$ cat src/rtl/fetch_unit_if.sv
// Fetch-stage bus: PC hand-off, instruction-memory request/ack and decoder valid/ready.
// Perf counter signals appear only when FETCH_PERF_EN is defined.
interface fetch_unit_if #(
  parameter int ADDR_W = 32,
  parameter int DATA_W = 32
);
  logic [ADDR_W-1:0] pc_addr;
  logic              inc_pc;
  logic              mem_req;
  logic [ADDR_W-1:0] mem_addr;
  logic              mem_ack;
  logic [DATA_W-1:0] mem_rdata;
  logic [DATA_W-1:0] instr;
  logic [ADDR_W-1:0] instr_pc;
  logic              instr_valid;
  logic              instr_ready;
  logic              fetch_err;
`ifdef FETCH_PERF_EN
  logic [31:0]       fetch_count;
  logic [31:0]       stall_cycles;
`endif

  modport master (
    input  pc_addr, mem_ack, mem_rdata, instr_ready,
    output inc_pc, mem_req, mem_addr, instr, instr_pc, instr_valid, fetch_err
`ifdef FETCH_PERF_EN
    , output fetch_count, stall_cycles
`endif
  );

  modport slave (
    output pc_addr, mem_ack, mem_rdata, instr_ready,
    input  inc_pc, mem_req, mem_addr, instr, instr_pc, instr_valid, fetch_err
`ifdef FETCH_PERF_EN
    , input fetch_count, stall_cycles
`endif
  );
endinterface

$ cat src/rtl/fetch_unit.sv
// Instruction fetch: latch PC, request memory, hold word for decoder, pulse inc_pc (FETCH_PERF_EN adds counters).
// Latency: 1 cycle after ack to instr_valid; 3 cycles/instr at best; decoder stalls hold VALID indefinitely, memory stalls time out after MAX_WAIT.
module fetch_unit #(
  parameter int ADDR_W   = 32,
  parameter int DATA_W   = 32,
  parameter int MAX_WAIT = 255
) (
  input logic          clk,
  input logic          rst,
  fetch_unit_if.master bus
);
  localparam logic [2:0] S_IDLE  = 3'd0;
  localparam logic [2:0] S_REQ   = 3'd1;
  localparam logic [2:0] S_VALID = 3'd2;
  localparam logic [2:0] S_ADV   = 3'd3;
  localparam logic [2:0] S_ERR   = 3'd4;
  localparam logic [7:0] MAX_WAIT_C = 8'(MAX_WAIT);

  logic [2:0]        state_q, state_d;
  logic [7:0]        wait_cnt_q, wait_cnt_d;
  logic              inc_pc_q, inc_pc_d;
  logic              mem_req_q, mem_req_d;
  logic [ADDR_W-1:0] mem_addr_q, mem_addr_d;
  logic [DATA_W-1:0] instr_q, instr_d;
  logic [ADDR_W-1:0] instr_pc_q, instr_pc_d;
  logic              instr_valid_q, instr_valid_d;
  logic              fetch_err_q, fetch_err_d;
  logic [7:0]        wait_inc;
`ifdef FETCH_PERF_EN
  logic [31:0]       fetch_count_q, fetch_count_d;
  logic [31:0]       stall_cycles_q, stall_cycles_d;
`endif

  assign wait_inc = wait_cnt_q + 8'd1;

  always_comb begin
    state_d       = state_q;
    wait_cnt_d    = wait_cnt_q;
    inc_pc_d      = inc_pc_q;
    mem_req_d     = mem_req_q;
    mem_addr_d    = mem_addr_q;
    instr_d       = instr_q;
    instr_pc_d    = instr_pc_q;
    instr_valid_d = instr_valid_q;
    fetch_err_d   = fetch_err_q;
    case (state_q)
      S_IDLE: begin
        mem_addr_d = bus.pc_addr;
        mem_req_d  = 1'b1;
        wait_cnt_d = 8'd0;
        state_d    = S_REQ;
      end
      S_REQ: begin
        if (bus.mem_ack) begin
          instr_d       = bus.mem_rdata;
          instr_pc_d    = mem_addr_q;
          instr_valid_d = 1'b1;
          mem_req_d     = 1'b0;
          state_d       = S_VALID;
        end else begin
          wait_cnt_d = wait_inc;
          if (wait_inc == MAX_WAIT_C) begin
            mem_req_d   = 1'b0;
            fetch_err_d = 1'b1;
            state_d     = S_ERR;
          end
        end
      end
      S_VALID: begin
        if (bus.instr_ready) begin
          instr_valid_d = 1'b0;
          inc_pc_d      = 1'b1;
          state_d       = S_ADV;
        end
      end
      S_ADV: begin
        // PC has already moved to its next/jump target during this cycle
        inc_pc_d   = 1'b0;
        mem_addr_d = bus.pc_addr;
        mem_req_d  = 1'b1;
        wait_cnt_d = 8'd0;
        state_d    = S_REQ;
      end
      S_ERR: state_d = S_ERR;
      default: begin
        inc_pc_d      = 1'b0;
        mem_req_d     = 1'b0;
        instr_valid_d = 1'b0;
        state_d       = S_IDLE;
      end
    endcase
  end

`ifdef FETCH_PERF_EN
  always_comb begin
    fetch_count_d  = fetch_count_q;
    stall_cycles_d = stall_cycles_q;
    if (state_q == S_VALID && bus.instr_ready)
      fetch_count_d = fetch_count_q + 32'd1;
    if ((state_q == S_REQ && !bus.mem_ack) || (state_q == S_VALID && !bus.instr_ready))
      stall_cycles_d = stall_cycles_q + 32'd1;
  end

  always_ff @(posedge clk or negedge rst) begin
    if (!rst) begin
      fetch_count_q  <= '0;
      stall_cycles_q <= '0;
    end else begin
      fetch_count_q  <= fetch_count_d;
      stall_cycles_q <= stall_cycles_d;
    end
  end

  assign bus.fetch_count  = fetch_count_q;
  assign bus.stall_cycles = stall_cycles_q;
`endif

  always_ff @(posedge clk or negedge rst) begin
    if (!rst) begin
      state_q       <= S_IDLE;
      wait_cnt_q    <= '0;
      inc_pc_q      <= 1'b0;
      mem_req_q     <= 1'b0;
      mem_addr_q    <= '0;
      instr_q       <= '0;
      instr_pc_q    <= '0;
      instr_valid_q <= 1'b0;
      fetch_err_q   <= 1'b0;
    end else begin
      state_q       <= state_d;
      wait_cnt_q    <= wait_cnt_d;
      inc_pc_q      <= inc_pc_d;
      mem_req_q     <= mem_req_d;
      mem_addr_q    <= mem_addr_d;
      instr_q       <= instr_d;
      instr_pc_q    <= instr_pc_d;
      instr_valid_q <= instr_valid_d;
      fetch_err_q   <= fetch_err_d;
    end
  end

  assign bus.inc_pc      = inc_pc_q;
  assign bus.mem_req     = mem_req_q;
  assign bus.mem_addr    = mem_addr_q;
  assign bus.instr       = instr_q;
  assign bus.instr_pc    = instr_pc_q;
  assign bus.instr_valid = instr_valid_q;
  assign bus.fetch_err   = fetch_err_q;
endmodule

$ cat src/flat_wrapper.sv
// flat-port wrapper written by rule: the top's interface ports become plain ports
module fetch_unit_flat 
#(
  parameter int ADDR_W   = 32,
  parameter int DATA_W   = 32,
  parameter int MAX_WAIT = 255
)
  (clk, rst, bus_pc_addr, bus_mem_ack, bus_mem_rdata, bus_instr_ready, bus_inc_pc, bus_mem_req, bus_mem_addr, bus_instr, bus_instr_pc, bus_instr_valid, bus_fetch_err);
  fetch_unit_if #(.ADDR_W(ADDR_W), .DATA_W(DATA_W)) bus_i ();
  input logic clk;
  input logic rst;
  input wire logic [$bits(bus_i.pc_addr)-1:0] bus_pc_addr;
  input wire logic [$bits(bus_i.mem_ack)-1:0] bus_mem_ack;
  input wire logic [$bits(bus_i.mem_rdata)-1:0] bus_mem_rdata;
  input wire logic [$bits(bus_i.instr_ready)-1:0] bus_instr_ready;
  output wire logic [$bits(bus_i.inc_pc)-1:0] bus_inc_pc;
  output wire logic [$bits(bus_i.mem_req)-1:0] bus_mem_req;
  output wire logic [$bits(bus_i.mem_addr)-1:0] bus_mem_addr;
  output wire logic [$bits(bus_i.instr)-1:0] bus_instr;
  output wire logic [$bits(bus_i.instr_pc)-1:0] bus_instr_pc;
  output wire logic [$bits(bus_i.instr_valid)-1:0] bus_instr_valid;
  output wire logic [$bits(bus_i.fetch_err)-1:0] bus_fetch_err;
  assign bus_i.pc_addr = bus_pc_addr;
  assign bus_i.mem_ack = bus_mem_ack;
  assign bus_i.mem_rdata = bus_mem_rdata;
  assign bus_i.instr_ready = bus_instr_ready;
  assign bus_inc_pc = bus_i.inc_pc;
  assign bus_mem_req = bus_i.mem_req;
  assign bus_mem_addr = bus_i.mem_addr;
  assign bus_instr = bus_i.instr;
  assign bus_instr_pc = bus_i.instr_pc;
  assign bus_instr_valid = bus_i.instr_valid;
  assign bus_fetch_err = bus_i.fetch_err;
  fetch_unit #(.ADDR_W(ADDR_W), .DATA_W(DATA_W), .MAX_WAIT(MAX_WAIT)) u_core (.clk(clk), .rst(rst), .bus(bus_i));
endmodule
$ cat config.mk
export PLATFORM = sky130hd
export DESIGN_NAME = fetch_unit_flat
export DESIGN_NICKNAME = d
export VERILOG_FILES = /design/src/rtl/fetch_unit_if.sv /design/src/rtl/fetch_unit.sv /design/src/flat_wrapper.sv
export SDC_FILE = /design/constraint.sdc
export NUM_CORES = 1
export LEC_CHECK = 0
export ABC_CLOCK_PERIOD_IN_PS = 2800
export CAP_MARGIN = 5
export CELL_PAD_IN_SITES_DETAIL_PLACEMENT = 2
export CELL_PAD_IN_SITES_GLOBAL_PLACEMENT = 2
export CORE_MARGIN = 4
export CORE_UTILIZATION = 31
export DETAILED_ROUTE_END_ITERATION = 7
export HOLD_SLACK_MARGIN = 0.06
export PLACE_DENSITY = 0.89
export SETUP_SLACK_MARGIN = 0.5
export SLEW_MARGIN = 20
export SYNTH_ARGS = -nofsm -noshare
export SYNTH_HDL_FRONTEND = slang
export SYNTH_SLANG_ARGS = --single-unit
$ cat constraint.sdc
create_clock -name clk -period 2.8 [get_ports clk]
set_clock_uncertainty 0.15 [all_clocks]
set_input_delay 0.56 -clock clk [delete_from_list [all_inputs] [get_ports clk]]
set_output_delay 0.56 -clock clk [all_outputs]
set_load 0.01 [all_outputs]
==> out/metrics.yaml <==
run_status:
  status: "completed"
clock_tree:
  cts-buffers-inserted: 9
  cts_resized: 0
  worstSkewPairLatency_ns: 0.35
  post_cts_buffers: 0
  ctsHoldBuffers: 1
  cts_root_buffer: "clkbuf_16"
  cts.clk_slew.worst_paths_ns: 0.07
  clockBufferDepth: 2
  cts_max_level: 3
  cts_num_sinks: 111
  cts_tree: "yes"
detailed_routing:
  wl_per_cell_um: 19.65
  wirelength_mm: 12.68
  drtIter0Drc: 91
  num_vias: 3005
  postRouteAntennaNets: 0
  viasPerCell: 4.659
  dr.pass1.iters: 4
  route.detailed.drc: 0
finish:
  num_antenna_cells: 0
  nNetsFinal: 531
  syn2layout_area_growth_pct: 50.10
  layoutNonFillerInstCount: 645
  drive_gt1_frac: 0.2516
critical_path:
  reg2reg_depth: 4
  crit_chain: "clkdlybuf4s50_1 > nor3b_2 > buf_12 > mux2_2"
  worst-path-buf-inv: 2
  endpoint_kind: "register"
  critical-path-top-delay-family: "buffers and inverters"
  cp_slowest_cell: "clkdlybuf4s50_1"
  critical_path.max_stage_delay_ns: 0.56
  cp.arrival_ns: 2.22
  worstSetupPathType: "in -> reg"
  start_kind: "input pin"
  crit_cells: 4
  worstPathMaxFanout: 49
  cp_data_required_time_ns: 2.88
timing:
  slew_violations: 0
  tns_ns: 0
  worstMarginPinSlew_ns: 0.4697
  setup_ws_ns: 0.6611
  hold_viol: 0
  fmax_mhz: 467.5
  rsz0062_at_grt: "no"
  period_share: 0.7639
  maxSlewHeadroom: 0.6869
  setup_viol: 0
  fin_crit_ns: 2.139
placement:
  dp_hpwl_mm: 9.556
  place_inst: 629
  io_buffers: 167
  place_ws_ns: 0.2977
  gp_congestion: 0.7490
pwr:
  swShare: 0.3198
  p_int_w: 0.005354
  ir_drop_mv: 0.4339
  powerDensity_nw_per_um2: 1201
  p_seq_frac: 0.367
  comb_power_share: 0.466
  power.net_switching_w: 0.002517
  power.leakage_nw: 2.684
  clock_power_share: 0.167
floorplan:
  ios: 168
  die_h_um: 126.7
  die_area_um2: 16040
  die_x_um: 126.7
  fp.coreArea_um2: 13830
  num_rows: 43
  floorplan.initialDensity: 0.3157
yosys:
  dominantRegCellSynth: "dfrtp_1"
  synth_warnings: 0
  synth_fp_nets: 358
  netlist_area_um2: 4365
  avgSynthCellArea_um2: 15.16
  yosysSeqAreaShare: 0.6363
  synthArstFlopShare: 1.000
  synth-edff-count: 0
  netlist_instances: 288
  synth_cell_types: 36
  synth_seq_cells: 111
global_route:
  grt_pass1_vias: 3397
  grt_usage: 0.1614
  grt_antenna_before_repair: 0
  grt_max_degree: 50
  grt_overflow: 0
  grt_pass1_wl_mm: 19.99
min_path:
  worstHoldPathCells: 1
  worstHoldPathType: "reg -> reg"
flow_run:
  drv_cap: 0
kinds of logic (layout without fill, tap and decap cells):
group | count (synthesis) | in the layout | synth area share
compound gates | 26 | 26 | 0.03612
xor+xnor | 2 | 2 | 0.004013
fa+ha+maj | 3 | 3 | 0.008024
buf+inv | 17 | 194 | 0.02551
flops | 111 | 111 | 0.6363
mux | 96 | 96 | 0.2476
simple gates | 33 | 33 | 0.04242
final cells by class:
class,count,area [um2]
Sequential cell,111,2778
Clock inverter,2,38.79
Timing Repair Buffer,176,1752
Tap cell,180,225.2
Inverter,3,11.26
Multi-Input combinational cell,160,1488
Clock buffer,13,260.3
Fill cell,1324,7274
sequential cells by signal, indices dropped and copies added (netlist names):
| signal | flops |
|---|---|
| u_core.bus.instr_valid | 1 |
| u_core.bus.inc_pc | 1 |
| u_core.state_q | 3 |
| u_core.bus.instr_pc | 32 |
| u_core.bus.instr | 32 |
| u_core.bus.mem_req | 1 |
| u_core.wait_cnt_q | 8 |
| u_core.bus.mem_addr | 32 |
| u_core.bus.fetch_err | 1 |
worst paths after layout:
| path | startpoint | endpoint | slack (ns) |
|---|---|---|---|
| worst min-delay path | u_core.bus.instr_pc[3]$_DFFE_PN0N_ | u_core.bus.instr_pc[3]$_DFFE_PN0N_ | 0.36 |
| worst max register to register | u_core.state_q[1]$_DFFE_PN0P_ | u_core.bus.instr_pc[2]$_DFFE_PN0N_ | 0.71 |
| worst max-delay path | bus_mem_ack | u_core.bus.instr_pc[2]$_DFFE_PN0N_ | 0.66 |
| min in group asynchronous | rst | u_core.bus.instr_pc[24]$_DFFE_PN0N_ | 0.58 |
| max in group asynchronous | rst | u_core.wait_cnt_q[4]$_DFFE_PN0P_ | 1.15 |
| worst min register to register | u_core.bus.instr_pc[3]$_DFFE_PN0N_ | u_core.bus.instr_pc[3]$_DFFE_PN0N_ | 0.36 |
placed cells by master (no fill, tap or decap), types with 2 or more instances in the layout:
cell             count
clkdlybuf4s50_1    166
dfrtp_1            111
mux2_2              93
clkbuf_16            9
a21oi_1              8
buf_4                8
nand2_1              7
o21ai_0              7
nand2b_1             5
nor2_1               5
nand3_1              4
inv_1                3
mux2_1               3
nor2b_1              2
nand3b_1             2
nor3_1               2
a21o_1               2
a22o_1               2
ha_1                 2
clkbuf_1             2
clkbuf_8             2
metrics by stage:
step	power [W]	cell area, um2	utilization	hold slack (ns)
after global routing	0.008381	6553	0.4739	0.3746
after global placement	0.006444	6243	0.4515	0.3368
after floorplan	0.004546	4365	-	0.1144
after CTS	0.008042	6553	0.4739	0.3628
after detailed placement	0.006680	6243	0.4515	0.3448
final	0.007871	6553	0.4739	0.3597
synthesized netlist by cell type, types with 2 or more instances:
cell,n,area share
o21ai_0,7,0.0080
a22o_1,2,0.0040
mux2_2,93,0.24
a21oi_1,8,0.0092
a21o_1,2,0.0034
nor2b_1,2,0.0029
ha_1,2,0.0057
mux2_1,3,0.0077
dfrtp_1,111,0.64
nand3_1,4,0.0046
buf_4,10,0.017
nand3b_1,2,0.0034
nand2b_1,5,0.0072
nand2_1,7,0.0060
nor2_1,5,0.0043
buf_2,2,0.0023
nor3_1,2,0.0023
inv_1,3,0.0026
layer usage:
metal | GRT usage | part of all wire | vias up
li1 | - | - | 1362
met1 | 0.1972 | 0.41 | 1522
met2 | 0.2755 | 0.52 | 113
met3 | 0.05053 | 0.067 | 8
met4 | 0.04543 | 0.0087 | 0
met5 | 0 | 0 | -
power by group through the flow:
stage | registers (W) | clock network (W) | logic (W)
4_1_cts | 0.00292 | 0.00136 | 0.00376
5_1_grt | 0.00301 | 0.00145 | 0.00391
2_1_floorplan | 0.00315 | 0 | 0.00140
3_3_place_gp | 0.00284 | 0 | 0.00360
6_report | 0.00289 | 0.00131 | 0.00367
3_5_place_dp | 0.00294 | 0 | 0.00374
worst register-to-register path: stages (launching register included):
cell and delay, ns:
dfrtp_1 0.49, nand2b_1 0.25, nor3b_2 0.32, buf_12 0.30, mux2_2 0.45
No activity file was read; power rests on OpenSTA's default activity.
